[src/rtl/gpio_bus_arbiter.sv]
// Round-robin arbiter/sequencer sharing one GPIO register-slave port among NUM_REQ requesters.
// One transaction at a time: IDLE -> ISSUE -> (RWAIT) -> ACK, with optional owner lock for RMW.
module gpio_bus_arbiter #(
    parameter int NUM_REQ = 4,
    parameter int IDX_W   = 2
) (
    input  logic                  clk,
    input  logic                  reset_n,
    input  logic [NUM_REQ-1:0]    req,
    input  logic [NUM_REQ-1:0]    lock,
    input  logic [NUM_REQ-1:0]    we,
    input  logic [3*NUM_REQ-1:0]  addr,
    input  logic [32*NUM_REQ-1:0] wdata,
    output logic [NUM_REQ-1:0]    ack,
    output logic [31:0]           rdata,
    output logic [IDX_W-1:0]      owner,
    output logic                  busy,
    output logic [2:0]            m_address,
    output logic                  m_chipselect,
    output logic                  m_write_n,
    output logic [31:0]           m_writedata,
    input  logic [31:0]           m_readdata
);

    typedef enum logic [1:0] {IDLE, ISSUE, RWAIT, ACK} state_t;

    localparam logic [IDX_W:0] NUM_REQ_W = (IDX_W+1)'(NUM_REQ);

    state_t               state;
    logic [IDX_W-1:0]     cand_idx [NUM_REQ];
    logic [NUM_REQ-1:0]   owner_onehot;
    logic [IDX_W-1:0]     winner;
    logic                 any_req;

    // Candidate k is the requester k+1 places above the owner, wrapping; the last one is the owner itself.
    genvar gi;
    generate
        for (gi = 0; gi < NUM_REQ; gi++) begin : g_cand
            logic [IDX_W:0] cand_sum;
            logic [IDX_W:0] cand_wrap;
            assign cand_sum     = {1'b0, owner} + (IDX_W+1)'(gi + 1);
            assign cand_wrap    = (cand_sum >= NUM_REQ_W) ? (cand_sum - NUM_REQ_W) : cand_sum;
            assign cand_idx[gi] = IDX_W'(cand_wrap);
            assign owner_onehot[gi] = (owner == IDX_W'(gi));
        end
    endgenerate

    always_comb begin
        winner  = owner;
        any_req = |req;
        for (int k = NUM_REQ - 1; k >= 0; k--) begin
            if (req[cand_idx[k]]) begin
                winner = cand_idx[k];
            end
        end
        if (req[owner] && lock[owner]) begin
            winner = owner;
        end
    end

    always_ff @(posedge clk or negedge reset_n) begin
        if (!reset_n) begin
            state        <= IDLE;
            ack          <= '0;
            rdata        <= '0;
            busy         <= 1'b0;
            owner        <= IDX_W'(NUM_REQ - 1);
            m_address    <= 3'd0;
            m_chipselect <= 1'b0;
            m_write_n    <= 1'b1;
            m_writedata  <= 32'd0;
        end else begin
            ack <= '0;
            case (state)
                IDLE: begin
                    if (any_req) begin
                        owner        <= winner;
                        m_address    <= addr[3*int'(winner) +: 3];
                        m_writedata  <= wdata[32*int'(winner) +: 32];
                        m_write_n    <= ~we[winner];
                        m_chipselect <= 1'b1;
                        busy         <= 1'b1;
                        state        <= ISSUE;
                    end
                end
                ISSUE: begin
                    m_chipselect <= 1'b0;
                    m_write_n    <= 1'b1;
                    // m_write_n still carries the latched command during ISSUE.
                    if (!m_write_n) begin
                        ack   <= owner_onehot;
                        state <= ACK;
                    end else begin
                        state <= RWAIT;
                    end
                end
                RWAIT: begin
                    rdata <= m_readdata;
                    ack   <= owner_onehot;
                    state <= ACK;
                end
                ACK: begin
                    busy  <= 1'b0;
                    state <= IDLE;
                end
                default: state <= IDLE;
            endcase
        end
    end

endmodule
[config.mk]
export PLATFORM = sky130hd
export DESIGN_NAME = gpio_bus_arbiter
export DESIGN_NICKNAME = d
export VERILOG_FILES = /design/src/rtl/gpio_bus_arbiter.sv
export SDC_FILE = /design/constraint.sdc
export NUM_CORES = 1
export LEC_CHECK = 0
export BUFFER_PORTS_ARGS = -buffer_cell sky130_fd_sc_hd__buf_2
export CAP_MARGIN = 20
export CORE_MARGIN = 5
export CORE_UTILIZATION = 39
export CTS_CLUSTER_SIZE = 24
export DETAILED_ROUTE_END_ITERATION = 7
export GPL_ROUTABILITY_DRIVEN = 1
export PLACE_DENSITY = 0.74
export SLEW_MARGIN = 20
export SYNTH_ARGS = -nofsm -noshare
export SYNTH_HDL_FRONTEND = slang
export SYNTH_SLANG_ARGS = --single-unit
[constraint.sdc]
create_clock -name clk -period 3 [get_ports clk]
set_input_delay 0.15 -clock clk [delete_from_list [all_inputs] [get_ports clk]]
set_output_delay 0.15 -clock clk [all_outputs]
set_load 0.005 [all_outputs]
==> Word-level counts from Yosys, hierarchy flattened <==
Index checks and enable logic that the tools add are counted.
{ "word_totals": {"reg_bits": 78, "wordCells": 80} }
{ "classes": {"addsub": 8, "mul": 1, "order_cmp": 10, "eq_ne": 7, "shifts": 2, "muxes": 33, "bitwise": 1, "reduce_logical": 9} }
{ "op_table": {"columns": ["operator", "n"], "rows": [
  ["$shiftx A128 B8 Y32", 1],
  ["$mux W2", 10],
  ["$lt A2 B3 Y1 const B", 6],
  ["$bmux W1 S2", 7],
  ["$ge A3 B3 Y1 const B", 4],
  ["$shiftx A12 B5 Y3", 1],
  ["$mux W1", 10],
  ["$eq A2 B2 Y1 const B", 4],
  ["$pmux W2 S4", 1],
  ["$pmux W4 S2", 1],
  ["$sub A2 B1 Y2 const B", 4],
  ["$add A2 B2 Y3 const B", 2],
  ["$pmux W1 S2", 3],
  ["$reduce_and A2 Y1", 3],
  ["$eq A2 B1 Y1 const B", 2],
  ["$logic_not A2 Y1", 2],
  ["$mul A2 B2 Y4 const A", 1],
  ["$mux W4", 1],
  ["$reduce_bool A2 Y1", 2],
  ["$reduce_or A4 Y1", 1],
  ["$add A2 B1 Y3 const B", 1],
  ["$add A2 B3 Y3 const B", 1],
  ["$ne A2 B2 Y1 const B", 1],
  ["$logic_and A1 B1 Y1", 1],
  ["$not A1 Y1", 1]
]} }

==> Depth between registers and ports, before layout <==
{ "logic_depth": {"word_depth": 15, "depth_mapped": 11, "ltp_nobuf": 8} }

==> Least setup slack after synthesis <==
Ideal clock, no wire load.
{ "synth_path": {"path_kind": "reg-to-reg", "from": "register owner[1]", "to": "register m_address[0]", "arrival_ns": 2.818, "path_slack_ns": 0.078, "stages_incl_launch_ff": 12, "path_buffers": 3, "synth_period_minus_slack_ns": 2.922, "path_cell_list": "dfstp_2 -> clkbuf_1 -> inv_1 -> ha_1 -> mux4_2 -> a211oi_1 -> a41oi_2 -> and3_1 -> buf_6 -> buf_12 -> mux2i_1 -> a221oi_1"} }
{ "synth_between": {"elab_chain_len": 12} }
{ "synth_lines": {"columns": ["element", "line_no", "rtl"], "rows": [
  ["start, declared", "16", "output logic [IDX_W-1:0] owner,"],
  ["start signal, assigned", "67", "owner <= IDX_W'(NUM_REQ - 1);"],
  ["start signal, assigned", "77", "owner <= winner;"],
  ["$add A2 B3 Y3", "41", "assign cand_sum = {1'b0, owner} + (IDX_W+1)'(gi + 1);"],
  ["$ge A3 B3 Y1 or $sub A2 B1 Y2 (tied branches)", "42", "assign cand_wrap = (cand_sum >= NUM_REQ_W) ? (cand_sum - NUM_REQ_W) : cand_sum;"],
  ["$mux W2", "42", null],
  ["$bmux W1 S2", "52", "if (req[cand_idx[k]]) begin"],
  ["$mux W1 (not written as such)", "52", null],
  ["$mux W2 (4 in a row)", "52", null],
  ["$mux W2 (*)", "56", "if (req[owner] && lock[owner]) begin"],
  ["$mul A2 B2 Y4 (*)", "78", "m_address <= addr[3*int'(winner) +: 3];"],
  ["$shiftx A12 B5 Y3 (*)", "78", null],
  ["end signal, assigned", "78", null],
  ["end, declared", "18", "output logic [2:0] m_address,"]
]} }
Every way passes the cells marked *; elsewhere a longest branch is shown, timed or not. The select of a mux whose other input is x is not followed.
A chain may end at the register's enable or synchronous reset.

==> Final worst setup path <==
{ "layout_path": {"from": "register owner[0]", "to": "register m_writedata[11]"} }
{ "layout_between": {"elab_chain_len": 11} }
{ "layout_lines": {"columns": ["element", "line_no", "rtl"], "rows": [
  ["$add A2 B3 Y3", "41", null],
  ["$ge A3 B3 Y1 or $sub A2 B1 Y2 (tied branches)", "42", null],
  ["$mux W2", "42", null],
  ["$bmux W1 S2", "52", null],
  ["$mux W1 (not written as such)", "52", null],
  ["$mux W2 (4 in a row)", "52", null],
  ["$mux W2 (*)", "56", null],
  ["$shiftx A128 B8 Y32 (*)", "79", "m_writedata <= wdata[32*int'(winner) +: 32];"],
  ["end signal, assigned", "79", null],
  ["end, declared", "21", "output logic [31:0] m_writedata,"]
]} }
Marked as above.

==> impl_metrics.json <==
{
  "layout.cell_area.non_filler_mm2": 0.00606,
  "grt_setup_unrepaired": "false",
  "cellLeakagePower_nw": 3.09,
  "drt_iter0_markers": 237,
  "clkSlewWorstSetupHoldPaths_ps": 90,
  "fp-row-count": 38,
  "area_inside_the_core_boundary_mm2": 0.0108,
  "critical_path_arrival_ps": 3040,
  "path_type_of_the_worst_setup_path": "reg -> reg",
  "element_type_at_the_critical_path_end": "register",
  "routedWlPerCell_um": 17.4,
  "via_count": 4075,
  "antenna_cells_inserted": 0,
  "clock_insertion_delay_worst_skew_ps": 340,
  "post-place-ws_ps": 51.9,
  "period_needed_ps": 2840,
  "worstReg2RegStart": "owner[0]",
  "drc": 0,
  "postLayoutSetupSlackWorst_ps": 159,
  "classification_of_the_worst_slack_hold_path": "in -> reg",
  "first_global_vias": 4298,
  "ctsLongestPathBuffers": 2,
  "grt_antenna_before_repair": 0,
  "syn_area_per_cell_um2": 11.6,
  "post_route_core_utilization_pct": 56.1,
  "postPlaceCellArea_mm2": 0.00574,
  "detail_route.vias_per_cell": 5.18,
  "drv_slew": 0,
  "fin_tns_setup_ps": 0,
  "largest_net_degree_at_the_start_of_global_routing": 79,
  "mostFrequentLayoutCells": "buf_2 (260), dfrtp_1 (75), mux2i_1 (70)",
  "fraction_of_final_layout_cells_with_drive_strength_greater_than_1_pct": 53.2,
  "power_report.internal_total_mw": 4.30,
  "comb_power_share_pct": 62.5,
  "worst_pin_slew_ps": 720,
  "die_width_um": 115,
  "netlist-cell-type-count": 39,
  "critical_path_peak_fanout": 13,
  "ys_warn_count": 0,
  "die-height_um": 115,
  "route.antenna.remaining_nets": 0,
  "timing.max_cap.violations": 0,
  "numClockSinks": 78,
  "initial_utilization_pct": 39.6,
  "cts-htree-levels": 3,
  "worstHoldPathCells": 2,
  "max-slew-margin-rel_pct": 52.0,
  "period_share_pct": 94.7,
  "track_usage_pct": 19.7,
  "timing.hold.worst.start": "m_readdata[22]",
  "setup-violations-final": 0,
  "gp_congestion": 0.861,
  "grt_remaining_overflow": 0,
  "worst_setup_path_start_kind": "register",
  "drtPass1Iterations": 4,
  "report.final.hold_viol_count": 0,
  "clock_power_share_pct": 11.4,
  "power_switching_share_pct": 40.5,
  "cts_tree": "done",
  "design.portCount": 262,
  "drt_wl_total_mm": 13.7,
  "maxClockFrequency_mhz": 352,
  "holdPathEnd": "rdata[22]",
  "fp.dieArea_mm2": 0.0132,
  "final.setup_skew_ps": 6.85,
  "clockRootBuffer": "clkbuf_8",
  "instances_no_fill": 787,
  "syn_to_final_growth_pct": 41.5,
  "power_frac_seq_pct": 26.1,
  "finish.net_count": 837,
  "cts-buffers-inserted": 9,
  "total_switching_power_mw": 2.92,
  "syn-cell-area_mm2": 0.00428,
  "rr_worst_depth": 8,
  "critical_path.reg2reg.endpoint": "m_writedata[11]",
  "postSynthCellCount": 368,
  "r2r_setup_slack_ps": 160,
  "place_inst": 760,
  "grt_first_pass_wirelength_mm": 20.6,
  "dp_hpwl_mm": 10.6,
  "fillCellCount": 954,
  "total_power_mw": 7.22,
  "port_buffers": 261,
  "run_status": "finished, final reports clean",
  "cellPowerDensity_mw_per_mm2": 1190,
  "layout.cells.most_common": "buf_2",
  "synth-seq-area-share_pct": 45.7,
  "crit_required_ps": 3200,
  "vdd.ir_drop.worst_mv": 0.502,
  "postSynthNetCount": 563,
  "timing.hold.ws_ps": 31.2,
  "ys_seq_elements": 78
}
## sequential cells by signal (all words and copies together) (netlist names)
signal,flops
m_chipselect,1
rdata,32
m_writedata,32
busy,1
ack,4
m_address,3
owner,2
m_write_n,1
state,2
## cells by family (layout without fill, tap and decap cells)
| kind of cell | Yosys count | in the layout | share of synthesized area (%) |
|---|---|---|---|
| adder cells (fa/ha/maj) | 9 | 9 | 2.63 |
| flip-flops | 78 | 78 | 45.7 |
| multiplexers | 106 | 106 | 26.1 |
| XOR/XNOR | 1 | 1 | 0.205 |
| AO/OA/AOI/OAI | 72 | 72 | 13.0 |
| buffers and inverters | 34 | 313 | 5.38 |
| AND/OR/NAND/NOR | 68 | 68 | 7.02 |
## synth_stat cells
library cell | instances | area share (%)
dfstp_2 | 3 | 1.8
nor2b_1 | 5 | 0.73
a211oi_1 | 7 | 1.2
o31ai_1 | 3 | 0.53
mux2_2 | 34 | 8.9
a41oi_2 | 1 | 0.38
nand2b_1 | 1 | 0.15
inv_1 | 9 | 0.79
o21a_1 | 1 | 0.18
nand3_1 | 2 | 0.23
o21ai_0 | 11 | 1.3
and3_1 | 2 | 0.29
o21ai_1 | 1 | 0.12
and3b_1 | 1 | 0.20
ha_1 | 9 | 2.6
o21bai_1 | 1 | 0.18
and2_1 | 3 | 0.44
a31oi_1 | 1 | 0.15
or4_1 | 1 | 0.18
a221oi_1 | 33 | 6.8
a21oi_1 | 6 | 0.70
xnor2_1 | 1 | 0.20
a22oi_1 | 1 | 0.18
nand3b_1 | 1 | 0.18
clkbuf_1 | 16 | 1.4
mux2_1 | 1 | 0.26
a211oi_2 | 1 | 0.29
nand2_1 | 9 | 0.79
mux4_2 | 1 | 0.53
a2111oi_0 | 1 | 0.20
mux2i_1 | 70 | 16
o211ai_1 | 1 | 0.18
dfrtp_1 | 75 | 44
a21o_1 | 2 | 0.35
buf_6 | 5 | 1.3
nor2_1 | 42 | 3.7
nor4_1 | 1 | 0.15
buf_12 | 4 | 1.9
o41a_1 | 1 | 0.26
## routing by layer
layer / part of all wire [%] / routed length (um) / track usage (%)
met5: 0 / 0 / 0
met4: 1.5 / 212 / 6.81
met3: 8.9 / 1220 / 6.11
met2: 51 / 7050 / 34.4
met1: 38 / 5230 / 23.1
## worst max-delay path, cell delays in order (launching register included)
cell	delay (ps)
dfstp_2	540
inv_1	90
ha_2	400
mux4_2	370
a41oi_2	270
and3_4	390
buf_12	180
mux2i_1	320
a221oi_1	140
## layout make-up
cell class                      instances  area (um^2)  share of cell area, %
Sequential cell                        78         1960                   32.3
Timing Repair Buffer                  288         1570                   25.8
Multi-Input combinational cell        256         2120                   35.0
Inverter                                9         33.8                  0.558
Clock buffer                           10          138                   2.27
Clock inverter                          6         68.8                   1.14
Tap cell                              140          175                   2.89
## power groups by stage
stage               Clock, mW  Combinational (mW)  Sequential [mW]
finish                  0.822                4.51             1.89
global route            0.908                4.87             1.95
CTS                     0.853                4.39             1.89
detailed placement          0                4.39             1.90
global placement            0                4.21             1.87
floorplan                   0                3.07             1.93
## how the worst max path moves through the flow
stage	start	end	cells past startpoint
after floorplan	owner[1]	m_address[0]	11
after global placement	owner[0]	m_address[0]	9
after detailed placement	owner[0]	m_writedata[29]	9
after CTS	owner[0]	m_writedata[29]	9
after global routing	owner[0]	m_writedata[29]	8
final	owner[0]	m_writedata[11]	8
## timing repair
item / 4_1_cts / 5_1_grt
endpoints found under the setup margin: 0 / 26
buffers inserted: 0 / 6
hold buffers: 1 / 4
hold endpoints to repair: 75 / 4
gates resized for setup: 0 / 3
Power figures use the tool's default switching activity.
